## src/rtl/p2p_pool_reader.sv

```systemverilog
// Read side of the P2P double-lane buffer: sweeps channel groups, absorbs BRAM latency and emits 1x2 max pooling.
// Optional macro POOL_RELU_EN: clamp negative pooled results to +0 (fused ReLU) at no extra latency.
module p2p_pool_reader #(
    parameter int DATA_WIDTH       = 16,
    parameter int POOL_PARALLELISM = 8,
    parameter int READ_LATENCY     = 1
) (
    input  logic                                      clk,
    input  logic                                      rst,
    input  logic                                      start,
    input  logic [7:0]                                num_channels,
    input  logic [DATA_WIDTH*POOL_PARALLELISM*2-1:0]  pool_input,
    output logic [7:0]                                pool_channel_sel,
    output logic [DATA_WIDTH*POOL_PARALLELISM-1:0]    pool_output,
    output logic [7:0]                                pool_ch_out,
    output logic                                      pool_valid,
    output logic                                      pool_last,
    output logic                                      busy,
    output logic                                      overrun
);
    localparam int DW  = DATA_WIDTH;
    localparam int PP  = POOL_PARALLELISM;
    localparam int LAT = READ_LATENCY;

    typedef enum logic [1:0] {S_IDLE, S_ISSUE, S_DRAIN} state_t;

    state_t               r_state;
    logic [7:0]           r_num;
    logic [LAT-1:0]       r_tag_valid;
    logic [LAT-1:0]       r_tag_last;
    logic [7:0]           r_tag_ch [LAT];

    logic [8:0]           w_next_sel;
    logic                 w_last_group;
    logic                 w_issue;
    logic                 w_busy_start;
    logic                 w_accept;
    logic                 w_out_valid;
    logic                 w_out_last;
    logic [7:0]           w_out_ch;
    logic [DW*PP-1:0]     w_result;

    assign w_next_sel   = {1'b0, pool_channel_sel} + 9'(PP);
    assign w_last_group = (w_next_sel >= {1'b0, r_num});
    assign w_issue      = (r_state == S_ISSUE);
    // The cycle carrying the final beat still counts as busy for start arbitration.
    assign w_busy_start = start && ((r_state != S_IDLE) || (pool_valid && pool_last));
    assign w_accept     = start && !w_busy_start && (num_channels != 8'd0);
    assign w_out_valid  = r_tag_valid[LAT-1];
    assign w_out_last   = r_tag_last[LAT-1];
    assign w_out_ch     = r_tag_ch[LAT-1];

    // Tag pipe: one stage per cycle of read latency, aligned with pool_input.
    always_ff @(posedge clk or posedge rst) begin
        if (rst) begin
            r_tag_valid <= '0;
            r_tag_last  <= '0;
            for (int i = 0; i < LAT; i++) r_tag_ch[i] <= '0;
        end else begin
            r_tag_valid[0] <= w_issue;
            r_tag_last[0]  <= w_issue && w_last_group;
            r_tag_ch[0]    <= pool_channel_sel;
            for (int i = 1; i < LAT; i++) begin
                r_tag_valid[i] <= r_tag_valid[i-1];
                r_tag_last[i]  <= r_tag_last[i-1];
                r_tag_ch[i]    <= r_tag_ch[i-1];
            end
        end
    end

    generate
        for (genvar gi = 0; gi < PP; gi++) begin : g_elem
            logic [DW-1:0] w_a;
            logic [DW-1:0] w_b;
            logic [DW-1:0] w_max;
            logic [8:0]    w_ch;
            logic          w_zero;

            assign w_a  = pool_input[(2*gi)*DW +: DW];
            assign w_b  = pool_input[(2*gi+1)*DW +: DW];
            assign w_ch = {1'b0, w_out_ch} + 9'(gi);

            // Sign-magnitude max; ties keep lane A.
            always_comb begin
                w_max = w_a;
                if (w_a[DW-1] != w_b[DW-1])
                    w_max = w_a[DW-1] ? w_b : w_a;
                else if (!w_a[DW-1])
                    w_max = (w_b[DW-2:0] > w_a[DW-2:0]) ? w_b : w_a;
                else
                    w_max = (w_b[DW-2:0] < w_a[DW-2:0]) ? w_b : w_a;
            end

`ifdef POOL_RELU_EN
            assign w_zero = (w_ch >= {1'b0, r_num}) || (w_max[DW-2:0] == '0) || w_max[DW-1];
`else
            assign w_zero = (w_ch >= {1'b0, r_num}) || (w_max[DW-2:0] == '0);
`endif
            assign w_result[gi*DW +: DW] = w_zero ? '0 : w_max;
        end
    endgenerate

    always_ff @(posedge clk or posedge rst) begin
        if (rst) begin
            r_state          <= S_IDLE;
            r_num            <= '0;
            pool_channel_sel <= '0;
            pool_output      <= '0;
            pool_ch_out      <= '0;
            pool_valid       <= 1'b0;
            pool_last        <= 1'b0;
            busy             <= 1'b0;
            overrun          <= 1'b0;
        end else begin
            if (w_busy_start) overrun <= 1'b1;
            pool_valid  <= w_out_valid;
            pool_last   <= w_out_valid && w_out_last;
            pool_ch_out <= w_out_valid ? w_out_ch : 8'd0;
            pool_output <= w_out_valid ? w_result : '0;
            case (r_state)
                S_IDLE: begin
                    if (w_accept) begin
                        r_num            <= num_channels;
                        pool_channel_sel <= '0;
                        busy             <= 1'b1;
                        r_state          <= S_ISSUE;
                    end
                end
                S_ISSUE: begin
                    if (w_last_group) begin
                        pool_channel_sel <= '0;
                        r_state          <= S_DRAIN;
                    end else begin
                        pool_channel_sel <= w_next_sel[7:0];
                    end
                end
                S_DRAIN: begin
                    if (w_out_valid && w_out_last) begin
                        busy    <= 1'b0;
                        r_state <= S_IDLE;
                    end
                end
                default: r_state <= S_IDLE;
            endcase
        end
    end
endmodule

```

## config.mk

```make
export PLATFORM = sky130hd
export DESIGN_NAME = p2p_pool_reader
export DESIGN_NICKNAME = d
export VERILOG_FILES = /design/src/rtl/p2p_pool_reader.sv
export SDC_FILE = /design/constraint.sdc
export NUM_CORES = 1
export LEC_CHECK = 0
export ABC_CLOCK_PERIOD_IN_PS = 6850
export CAP_MARGIN = 40
export CORE_ASPECT_RATIO = 0.9
export CORE_MARGIN = 8
export CORE_UTILIZATION = 46
export DETAILED_ROUTE_END_ITERATION = 12
export PLACE_DENSITY = 0.82
export SLEW_MARGIN = 10
export SYNTH_ARGS = -nofsm -noshare
export SYNTH_HDL_FRONTEND = slang
export SYNTH_SLANG_ARGS = --single-unit
```

## constraint.sdc

```tcl
create_clock -name clk -period 6.85 [get_ports clk]
set_input_delay 1.37 -clock clk [delete_from_list [all_inputs] [get_ports clk]]
set_output_delay 1.37 -clock clk [all_outputs]
set_load 0.1 [all_outputs]
```

---- Yosys cells after proc, flatten, opt, wreduce, memory -nomap -nowiden ----
Index checks and enable logic that the tools add are counted.
operators by class
  mux-type cells .......................... 60
  eq/ne operators ......................... 13
  reductions and logical operators ........ 33
  add/subtract/negate cells ............... 8
  order comparisons ....................... 25
operators by type and width
  operator                                        count
  two-way mux 16 bit                              48
  two-way mux 128 bit                             1
  > comparator 15 bit                             8
  logical NOT 15 bit                              8
  less-than comparator 15 bit                     8
  >= comparator 9 x 8 -> 1 bit                    8
  adder 8 x 3 -> 9 bit (second input constant)    4
  two-way mux 8 bit                               3
  adder 8 x 2 -> 9 bit (second input constant)    2
  case mux 8 bit (2 select lines)                 1
  adder 8 x 1 -> 9 bit (second input constant)    1
  adder 8 x 4 -> 9 bit (second input constant)    1
  logical OR 1 bit                                9
  >= comparator 8 bit                             1
  inequality test 1 bit                           8
  nonzero test 8 bit                              1
  logical AND 1 bit                               6
  two-way mux 2 bit                               3
  inequality test 2 bit (second input constant)   3
  case mux 2 bit (3 select lines)                 1
  AND reduction 3 bit                             2
  nonzero test 2 bit                              3
  AND reduction 2 bit                             2
  == test 2 x 1 -> 1 bit (second input constant)  1
  other kinds (5)                                 6
word-level totals
  register bits after elaboration ......... 168
  input port bits ......................... 267
  word-level logic and storage cells ...... 151

---- Longest topological paths before layout ----
Gate-level depths: netlist of run 1.
  depth in word-level cells ............... 8
  depth in mapped cells ................... 10
  mapped depth without buffers ............ 9

---- Least setup slack after synthesis of run 1 ----
Ideal clock, no wire load.
  kind .................................... input to register
  from .................................... input port pool_input[136]
  to ...................................... register pool_output[79]
  path slack .............................. 3.438 ns
  data arrival time ....................... 3.288 ns
  path buffers ............................ 0
  library setup time ...................... 0.124 ns
  data required time ...................... 6.726 ns
  stages on the path ...................... 9
  cells stage by stage .................... inv_1 ha_1 a211oi_2 o21ai_1 a211oi_4 a211oi_2 a21oi_4 mux2_4 o31a_1
on the way
  cells in the longest elaborated chain, start to end .. 8
ends and longest elaborated chain
  element                                                             RTL line  text
  start, declared                                                     12        input logic [DATA_WIDTH*POOL_PARALLELISM*2-1:0] pool_input,
  > comparator 15 bit or less-than comparator 15 bit (tied branches)  89, 91
  two-way mux 16 bit, on equally long branches                        89, 91
  two-way mux 16 bit                                                  88        else if (!w_a[DW-1])
  two-way mux 16 bit *                                                86        if (w_a[DW-1] != w_b[DW-1])
  logical NOT 15 bit                                                  97        assign w_zero = (w_ch >= {1'b0, r_num}) || (w_max[DW-2:0] == '0);
  logical OR 1 bit                                                    97
  two-way mux 16 bit *                                                99        assign w_result[gi*DW +: DW] = w_zero ? '0 : w_max;
  two-way mux 128 bit *                                               119       pool_output <= w_out_valid ? w_result : '0;
  end signal, assigned                                                119
  end, declared                                                       14        output logic [DATA_WIDTH*POOL_PARALLELISM-1:0] pool_output,
Every way passes the cells marked *; elsewhere a longest branch is shown, timed or not.
A chain may end at the register's enable or synchronous reset.

---- Final worst setup path of run 1 ----
  from .................................... input port pool_input[133]
  to ...................................... register pool_output[79]
Same word-level chain as after synthesis.

==> qor.yml, run 1 <==
run_status:
  outcome: "complete, no violations"
final_layout:
  drive_gt1_share_pct: 12.40
  fillers: 1329
  final_util_pct: 79.43
  syn_to_final_growth_pct: 70.41
  finalNetCount: 2193
  multiInputGateArea_mm2: 0.006486
  register_area_mm2: 0.003979
setup_path:
  crit_family: "compound AO/OA/AOI/OAI gates"
  cp.required_ns: 7.15
  rr_startpoint: "r_num[5]"
  rrSetupSlack_ns: 3.92
  cpPeakStageDelay_ns: 0.57
  setup.worst_path.start: "pool_input[133]"
  criticalPathCategory: "in2reg"
  rr_worst_depth: 7
  worstPathCellList: "clkdlybuf4s50_1, inv_1, ha_1, o21ai_0, nor2_1, o31ai_2, a211oi_2, a21oi_4, mux2_4, o31a_1"
  worst-path-max-fanout: 17
  end_kind: "register"
  arrival_ns: 4.39
  cp-start-kind: "primary input"
  slowest_stage: "a21oi_4"
  worstReg2RegEnd: "pool_output[63]"
  crit_buf_inv: 2
floorplan:
  ios: 415
  start_util_pct: 46.61
  core_mm2: 0.02412
  fp-row-count: 54
  fp.dieH_um: 164.3
  dieArea_mm2: 0.02971
  die_w_um: 180.8
global_route:
  grt_max_degree: 61
  grt.overflow.total: 0
  grt_pass1_vias: 12990
  grt_pass1_wl_um: 69500
  gr-usage-all-layers_pct: 29.31
  grt_antenna_before_repair: 5
sta:
  fin_setup_tns_ns: 0
  hold_viol_final: 0
  fin_skew_ns: 0.01686
  fmax_mhz: 244.1
  worstMarginPinSlew_ns: 0.8744
  fin_crit_sh_pct: 59.81
  maxSlewHeadroom_pct: 41.32
  slew_viol_final: 0
  period_minus_slack_ns: 4.097
  rsz0062_at_grt: "no"
  setup_viol: 0
detailed_routing:
  routed_wl_um: 44930
  wl_per_cell_um: 21.36
  viasPerCell: 5.749
  via_count: 12100
  antenna_left: 0
  drtPass1Iterations: 6
  drcViolationCount: 0
  first_iter_violations: 1083
clock_tree:
  cts_buffers: 17
  clock-root-buffer: "clkbuf_16"
  clkSinkCount: 159
  cts.hold.buffers_added: 0
  clock_path_buffers: 2
  h-tree-depth: 4
  cts_tree: "done"
  clkTransAtPathRegs_ns: 0.06
  postCtsSetupBuffers: 0
  clock_latency_ns: 0.42
  cts.repair.resized: 0
place:
  portBuffers: 408
  dp_hpwl_um: 36920
  gp_congestion: 0.9282
yosys:
  ys_seq_elements: 159
  syn_inst: 1240
  yosysMostFrequentCell: "dfrtp_1"
  synthTopCellsByArea: "dfrtp_1 35%, ha_1 17%, mux2i_1 5.6%"
  synth_edf_count: 0
  synth_warnings: 0
  ys_async_sr_fraction_pct: 100.0
  synth_cell_types: 60
  synth-seq-area-share_pct: 35.39
  synth_ff_type: "dfrtp_1"
  yosys-top-cells-count: "159 x dfrtp_1, 149 x ha_1, 145 x inv_1"
  synth_area_leader_cell: "dfrtp_1"
  syn_area_mm2: 0.01124
  synth_top_area_share_pct: 35.39
  syn-mean-instance-area_um2: 9.067
run:
  cap_violations: 0
hold_path:
  hold_path.startpoint: "pool_channel_sel[7]"
  holdPathEnd: "r_tag_ch[7]"
  hp-class: "reg2reg"
  holdPathStages: 0
pwr:
  p_leak_nw: 9.090
  power_density_mw_per_mm2: 469.1
  peakVddDrop_uv: 410.2
  totalPowerFinal_mw: 8.988
registers in the layout (all words and copies together) (netlist names):
name              cells
pool_output         128
r_state               2
pool_valid            1
busy                  1
pool_last             1
pool_ch_out           5
r_num                 8
r_tag_last            1
r_tag_valid           1
overrun               1
pool_channel_sel      5
r_tag_ch              5
how the worst max path moves through the flow:
stage / to / slack (ns) / cells past startpoint
final: pool_output[79] / 2.75 / 10
after global routing: pool_output[79] / 2.73 / 10
after CTS: pool_output[79] / 2.85 / 10
after detailed placement: pool_output[79] / 2.40 / 10
after global placement: pool_output[127] / 2.43 / 10
after floorplan: busy / 1.19 / 1
cell usage in the layout (no fill, tap or decap), types with 8 or more instances in the layout:
cell / instances
nand4_1: 32
ha_1: 149
and3_1: 10
or3_1: 65
nand3_1: 18
a21oi_1: 96
clkbuf_16: 17
nor4_1: 48
nor2b_1: 17
dfrtp_1: 159
or4_1: 8
clkdlybuf4s50_1: 408
o211ai_1: 9
buf_8: 78
buf_16: 65
a21o_1: 48
buf_4: 15
nor2_1: 25
mux2i_1: 63
nor3_1: 19
inv_1: 144
nand2_1: 105
o21ai_0: 78
mux2_2: 8
metal layers:
metal | vias to the layer above | part of all wire (%) | global-route usage (%)
met5 | - | 0 | 0
met4 | 0 | 6.0 | 18.28
met3 | 192 | 7.7 | 6.590
met2 | 705 | 50 | 52.61
met1 | 5688 | 36 | 31.25
li1 | 5511 | - | -
kinds of logic (layout without fill, tap and decap cells):
| family | count (synthesis) | in the layout | share of synthesized area, % |
|---|---|---|---|
| buffers and inverters | 199 | 744 | 7.178 |
| XOR/XNOR | 3 | 3 | 0.2337 |
| adder cells (fa/ha/maj) | 149 | 149 | 16.58 |
| multiplexers | 77 | 77 | 7.400 |
| other | 1 | 12 | 0.03335 |
| AND/OR/NAND/NOR | 370 | 370 | 17.69 |
| flip-flops | 159 | 159 | 35.39 |
| AO/OA/AOI/OAI | 282 | 282 | 15.49 |
per-stage QoR:
| stage | std cells | cell area [µm²] | setup WS (ns) | hold WS (ns) |
|---|---|---|---|---|
| floorplan | 1245 | 11260 | 1.188 | 0.4413 |
| global placement | 1920 | 15580 | 2.432 | 0.4522 |
| detailed placement | 2066 | 18570 | 2.398 | 0.4783 |
| CTS | 2098 | 19140 | 2.853 | 0.4906 |
| global route | 2103 | 19160 | 2.728 | 0.5123 |
| finish | 2104 | 19160 | 2.753 | 0.4771 |
area by class of cell:
type                       count  share of cell area, %
antenna                        6                0.07836
multi-input combinational    887                  33.85
clock inverter                10                 0.5877
timing repair buffer         567                  37.41
inverter                     145                  2.867
tap                          308                  2.011
sequential                   159                  20.77
clock buffer                  22                  2.423
where the power goes:
part           leakage [nW]  total (mW)  switching [mW]  internal, mW
Clock                 0.280       0.950           0.395         0.556
Combinational          6.75        6.52            4.03          2.49
Sequential             2.06        1.51           0.192          1.32
Total                  9.09        8.99            4.62          4.37
Note: power is estimated with default switching activity, not from simulation.
==> run 2, diff against run 1 <==
Settings changed: ABC_CLOCK_PERIOD_IN_PS 6850 to 3800.
Clock period 6.85 ns to 3.8 ns, I/O delays scaled along.
==> qor.yml, run 2 (synthesized netlist as in run 1, its figures left out) <==
setup_path:
  worstReg2RegEnd: "pool_output[47]"
  endpoint: "pool_output[12]"
  cp.required_ns: 4.11  # -3.04 ns
  crit_cells: 11  # +1
  setup.worst_path.start: "pool_input[10]"
  crit_family: "compound AO/OA/AOI/OAI gates"
  rrSetupSlack_ns: 1.15  # -2.77 ns
  rr_startpoint: "r_num[5]"
  cp-start-kind: "primary input"
  arrival_ns: 3.43  # -0.96 ns
  rr_worst_depth: 8  # +1
  crit_buf_inv: 3  # +1
  criticalPathCategory: "in2reg"
  slowest_stage: "o211ai_1"
  worstPathCellList: "clkdlybuf4s50_1, inv_1, ha_1, and3_1, nand4_1, nor3_1, or3_1, o211ai_1, buf_12, o21ai_0, a21oi_1"
  worst-path-max-fanout: 20  # +3
  end_kind: "register"
  cpPeakStageDelay_ns: 0.59  # +0.02 ns
clock_tree:
  clock_path_buffers: 2  # unchanged
  cts_tree: "done"
  clock_latency_ns: 0.43  # about the same
  cts.repair.resized: 0  # unchanged
  cts_buffers: 17  # unchanged
  cts.hold.buffers_added: 0  # unchanged
  h-tree-depth: 4  # unchanged
  clkTransAtPathRegs_ns: 0.06  # about the same
  postCtsSetupBuffers: 0  # unchanged
  clkSinkCount: 159  # unchanged
  clock-root-buffer: "clkbuf_16"
sta:
  slew_viol_final: 0  # unchanged
  rsz0062_at_grt: "no"
  layout_setup_ws_ns: 0.6871  # -2.066 ns
  hold_viol_final: 0  # unchanged
  period_minus_slack_ns: 3.113
  fmax_mhz: 321.2
  fin_crit_sh_pct: 81.92
  fin_skew_ns: 0.03074  # +0.01387 ns
  maxSlewHeadroom_pct: 34.96  # -6.4 points
  worstMarginPinSlew_ns: 0.9755  # +0.1012 ns
  setup_viol: 0  # unchanged
  fin_setup_tns_ns: 0  # unchanged
global_route:
  use_met3_pct: 6.612  # +0.022 points
  met2_usage_pct: 53.11  # +0.50 points
  grt.overflow.total: 0  # unchanged
  met1_usage_pct: 32.45  # +1.2 points
  grt_pass1_wl_um: 69490  # about the same
  top_usage_layer: "met2"
  grt_pass1_vias: 13090  # +0.79%
  grt_antenna_before_repair: 3  # -2
  gr-usage-all-layers_pct: 29.33  # about the same
  grt_max_degree: 160  # +160%
place:
  post-place-ws_ns: 0.2945  # -2.104 ns
  dp_hpwl_um: 36430  # -1.3%
  portBuffers: 408  # unchanged
  gp_congestion: 0.9521  # +2.6%
final_layout:
  largestRegisters: "pool_output x128, r_num x8"
  multiInputGateArea_mm2: 0.006486  # unchanged
  largest_register_ffs: 128  # unchanged
  syn_to_final_growth_pct: 70.92
  register_area_mm2: 0.003979  # unchanged
  fillers: 1348  # +1.4%
  final_cell_mix: "407 x clkdlybuf4s50_1, 159 x dfrtp_1, 149 x ha_1"
  largest-register: "pool_output"
  finalNetCount: 2203  # +0.46%
  final_common_cell: "clkdlybuf4s50_1"
  drive_gt1_share_pct: 13.00  # +0.60 points
detailed_routing:
  drtPass1Iterations: 7  # +1
  drcViolationCount: 0  # unchanged
  first_iter_violations: 1241  # +15%
  wl_per_cell_um: 21.16  # -0.93%
  routed_wl_um: 44660  # -0.60%
  antenna_left: 0  # unchanged
  viasPerCell: 5.763  # +0.25%
  via_count: 12170  # +0.58%
hold_path:
  holdPathStages: 0  # unchanged
  hp-class: "reg2reg"
floorplan:
  dieArea_mm2: 0.02971  # unchanged
  fp.dieH_um: 164.3  # unchanged
  die_w_um: 180.8  # unchanged
  start_util_pct: 46.61  # unchanged
  fp-row-count: 54  # unchanged
  ios: 415  # unchanged
  core_mm2: 0.02412  # unchanged
pwr:
  peakVddDrop_uv: 923.3  # +130%
  power_density_mw_per_mm2: 842.1  # +80%
  p_leak_nw: 9.121  # +0.34%
run:
  cap_violations: 0  # unchanged
run_status:
  outcome: "complete, no violations"
[run 2: cell types whose count changed in the layout (fill, tap and decap cells not counted), moves of 2 or more]
cell and delta:
inv_6 +2, clkinv_2 -4, buf_12 +3, diode_2 -3
clkinvlp_4 +4, buf_4 +11, buf_16 -2
[run 2: worst register-to-register path: cells and delay by family (launching register included)]
kind                       cells  cell delay, ns
buffers and inverters          2            0.38
adders and majority gates      1            0.29
DFF                            1            0.37
and+or+nand+nor                1            0.33
AOI/OAI and AO/OA              4            1.20
[run 2: through the flow]
stage / std cells / utilization [%] / hold slack, ns / cell area (µm²) / total power [mW]
2_1_floorplan: 1245 / - / 0.4413 / 11270 / 9.071
3_3_place_gp: 1934 / 65.17 / 0.4499 / 15720 / 11.35
3_5_place_dp: 2076 / 77.25 / 0.4558 / 18630 / 14.47
4_1_cts: 2108 / 79.64 / 0.4735 / 19210 / 16.24
5_1_grt: 2111 / 79.67 / 0.4923 / 19220 / 16.78
6_report: 2111 / 79.67 / 0.4726 / 19220 / 16.18
[run 2: power breakdown]
group          switching, mW  internal, mW  total (mW)
clock                  0.749         0.964        1.71
sequential             0.333          2.38        2.71
combinational           7.26          4.50        11.8
total                   8.34          7.84        16.2
[run 2: worst min path at each step]
stage                         from          end  slack (ns)
2_1_floorplan          r_tag_valid   pool_valid        0.44
3_3_place_gp   pool_channel_sel[4]  r_tag_ch[4]        0.45
3_5_place_dp   pool_channel_sel[4]  r_tag_ch[4]        0.46
4_1_cts        pool_channel_sel[7]  r_tag_ch[7]        0.47
5_1_grt        pool_channel_sel[4]  r_tag_ch[4]        0.49
6_report       pool_channel_sel[7]  r_tag_ch[7]        0.47
[run 2: routing by layer]
metal	part of all wire (%)	wire length (µm)	up-vias
met1	37	16660	5775
met2	51	22560	714
met4	4.7	2110	0
met3	7.5	3332	146
met5	0	0	-
li1	-	-	5531
[run 2: area by class of cell]
class	count	area share [%]
clock buffer	22	2.468
inverter	145	2.852
tap	308	2.005
antenna	3	0.03907
timing repair buffer	577	37.65
multi-input combinational	887	33.75
clock inverter	10	0.5339
sequential	159	20.70
==> run 3, diff against run 2 <==
Settings changed: ABC_CLOCK_PERIOD_IN_PS 3800 to 2800, CORE_UTILIZATION 46 to 41, PLACE_DENSITY 0.82 to 0.77.
Clock period 3.8 ns to 2.8 ns, I/O delays scaled along.
==> qor.yml, run 3 (synthesized netlist as in run 1, its figures left out) <==
run_status:
  outcome: "complete, no violations"
final_layout:
  largest_register_ffs: 128  # unchanged
  final_common_cell: "buf_4"
  postLayoutCellArea_mm2: 0.01755  # -8.7%
  drive_gt1_share_pct: 23.43  # +10 points
  largest-register: "pool_output"
  syn_to_final_growth_pct: 56.11
  final_cell_mix: "347 x buf_4, 264 x clkdlybuf4s50_1, 159 x dfrtp_1"
  finalNetCount: 2251  # +2.2%
  largestRegisters: "pool_output x128, r_num x8"
setup_path:
  path_common_cell: "a21o_1"
  cpPeakStageDelay_ns: 0.49  # -0.10 ns
  end_kind: "register"
  cp.required_ns: 3.10  # -1.01 ns
  slowest_stage: "clkdlybuf4s50_1"
  worstPathCellList: "clkdlybuf4s50_1, inv_1, ha_1, and4_1, and3_4, a21o_1, a21o_1, a211o_1, a221o_1, o31a_1"
  arrival_ns: 3.01  # -0.42 ns
  cp-start-kind: "primary input"
  criticalPathCategory: "in2reg"
  worst-path-max-fanout: 2  # -90%
detailed_routing:
  drcViolationCount: 0  # unchanged
  drtPass1Iterations: 7  # unchanged
  wl_per_cell_um: 18.09  # -15%
  first_iter_violations: 601  # -52%
  antenna_left: 0  # unchanged
  routed_wl_um: 39900  # -11%
  via_count: 11520  # -5.3%
  viasPerCell: 5.223  # -9.4%
clock_tree:
  clock_path_buffers: 2  # unchanged
  clock_latency_ns: 0.42  # about the same
  cts_tree: "done"
  cts_buffers: 17  # unchanged
  cts.hold.buffers_added: 0  # unchanged
  clkTransAtPathRegs_ns: 0.07  # about the same
  clock-root-buffer: "clkbuf_16"
  clkSinkCount: 159  # unchanged
  postCtsSetupBuffers: 0  # unchanged
  h-tree-depth: 4  # unchanged
floorplan:
  fp.dieH_um: 173.1  # +5.3%
  dieArea_mm2: 0.03299  # +11%
  fp-row-count: 57  # +5.6%
  start_util_pct: 41.71  # -4.9 points
  die_w_um: 190.6  # +5.4%
  ios: 415  # unchanged
  core_mm2: 0.02696  # +12%
sta:
  period_minus_slack_ns: 2.706
  fin_setup_tns_ns: 0  # unchanged
  fmax_mhz: 369.5
  slew_viol_final: 0  # unchanged
  hold_viol_final: 0  # unchanged
  fin_skew_ns: 0.01572  # -0.01501 ns
  maxSlewHeadroom_pct: 63.35  # +28 points
  setup_viol: 0  # unchanged
  whs_ns: 0.4642  # -0.008391 ns
  fin_crit_sh_pct: 96.65
  worstMarginPinSlew_ns: 0.5448  # -0.4308 ns
pwr:
  p_seq_share_pct: 20.6  # +3.8 points
  switchingPower_mw: 10.48  # +26%
  peakVddDrop_uv: 1064  # +15%
  p_int_mw: 7.386  # -5.8%
  p_clk_share_pct: 12.5  # +1.9 points
  combPwrFrac_pct: 66.8  # -5.9 points
  power_density_mw_per_mm2: 1018  # +21%
  p_leak_nw: 8.944  # -1.9%
  switching_share_pct: 58.65  # +7.1 points
place:
  dp_hpwl_um: 33250  # -8.7%
  portBuffers: 408  # unchanged
  gp_congestion: 0.9316  # -2.2%
  placedInstanceArea_mm2: 0.01691  # -9.3%
hold_path:
  hp-class: "reg2reg"
global_route:
  grt_pass1_wl_um: 63650  # -8.4%
  grt_pass1_vias: 12180  # -7.0%
  grt_antenna_before_repair: 4  # +1
  grt.overflow.total: 0  # unchanged
  grt_max_degree: 43  # -73%
  gr-usage-all-layers_pct: 23.63  # -5.7 points
run:
  cap_violations: 0  # unchanged
## run 3: cell types whose count changed in the layout (fill, tap and decap cells not counted), sizes merged
cell,delta
diode,+1
dlymetal6s2s,+2
buf,+189
inv,-1
clkdlybuf4s50,-143
clkbuf,-1
clkinvlp,-2
clkinv,+4
## run 3: layout make-up
type                       count  area [µm²]
antenna                        4       10.01
clock buffer                  21       440.4
clock inverter                11       110.1
fill                        2205        9407
inverter                     145       548.0
multi-input combinational    887        6550
sequential                   159        3979
tap                          354       442.9
timing repair buffer         625        5472
## run 3: final timing paths
check	startpoint	endpoint	slack, ns	cells after the start
max	pool_input[137]	pool_output[79]	0.09	10
min	pool_channel_sel[4]	r_tag_ch[4]	0.46	0
max reg2reg	pool_channel_sel[3]	pool_channel_sel[3]	0.58	8
min reg2reg	pool_channel_sel[4]	r_tag_ch[4]	0.46	0
max in group asynchronous	rst	pool_output[84]	1.68	3
min in group asynchronous	rst	pool_output[120]	0.53	2
## run 3: through the flow
step | total power, mW | worst slack [ns] | cells | util [%]
2_1_floorplan | 12.31 | 0.1308 | 1245 | -
3_3_place_gp | 15.48 | -0.2998 | 2168 | 62.68
3_5_place_dp | 15.65 | -0.3498 | 2169 | 62.71
4_1_cts | 17.94 | 0.1041 | 2201 | 64.75
5_1_grt | 18.67 | -0.006956 | 2206 | 65.11
6_report | 17.86 | 0.09389 | 2206 | 65.11
## run 3: repair_timing
item / 4_1_cts / 5_1_grt
endpoints found under the setup margin: 0 / 25
endpoints found under the hold margin: 0 / 0
gates resized for setup: 0 / 20
## run 3: per-layer routing
layer	track usage, %	routed length (µm)	up-vias
li1	-	-	5634
met1	28.99	16720	5457
met2	40.50	19680	381
met3	5.611	2700	51
met4	6.815	799	0
met5	0	0	-
## run 3: worst max-delay path, delay by kind of cell
kind / cells / cell delay [ns]
adder cells (fa/ha/maj): 1 / 0.30
AO/OA/AOI/OAI: 5 / 1.23
buffers and inverters: 2 / 0.54
AND/OR/NAND/NOR: 2 / 0.39
## run 3: power groups by stage
stage	Clock, mW	Sequential [mW]	Combinational [mW]
after floorplan	0	9.73	2.58
after global placement	0	3.72	11.8
after detailed placement	0	3.72	11.9
after CTS	2.29	3.69	12.0
after global routing	2.38	3.79	12.5
final	2.24	3.69	11.9
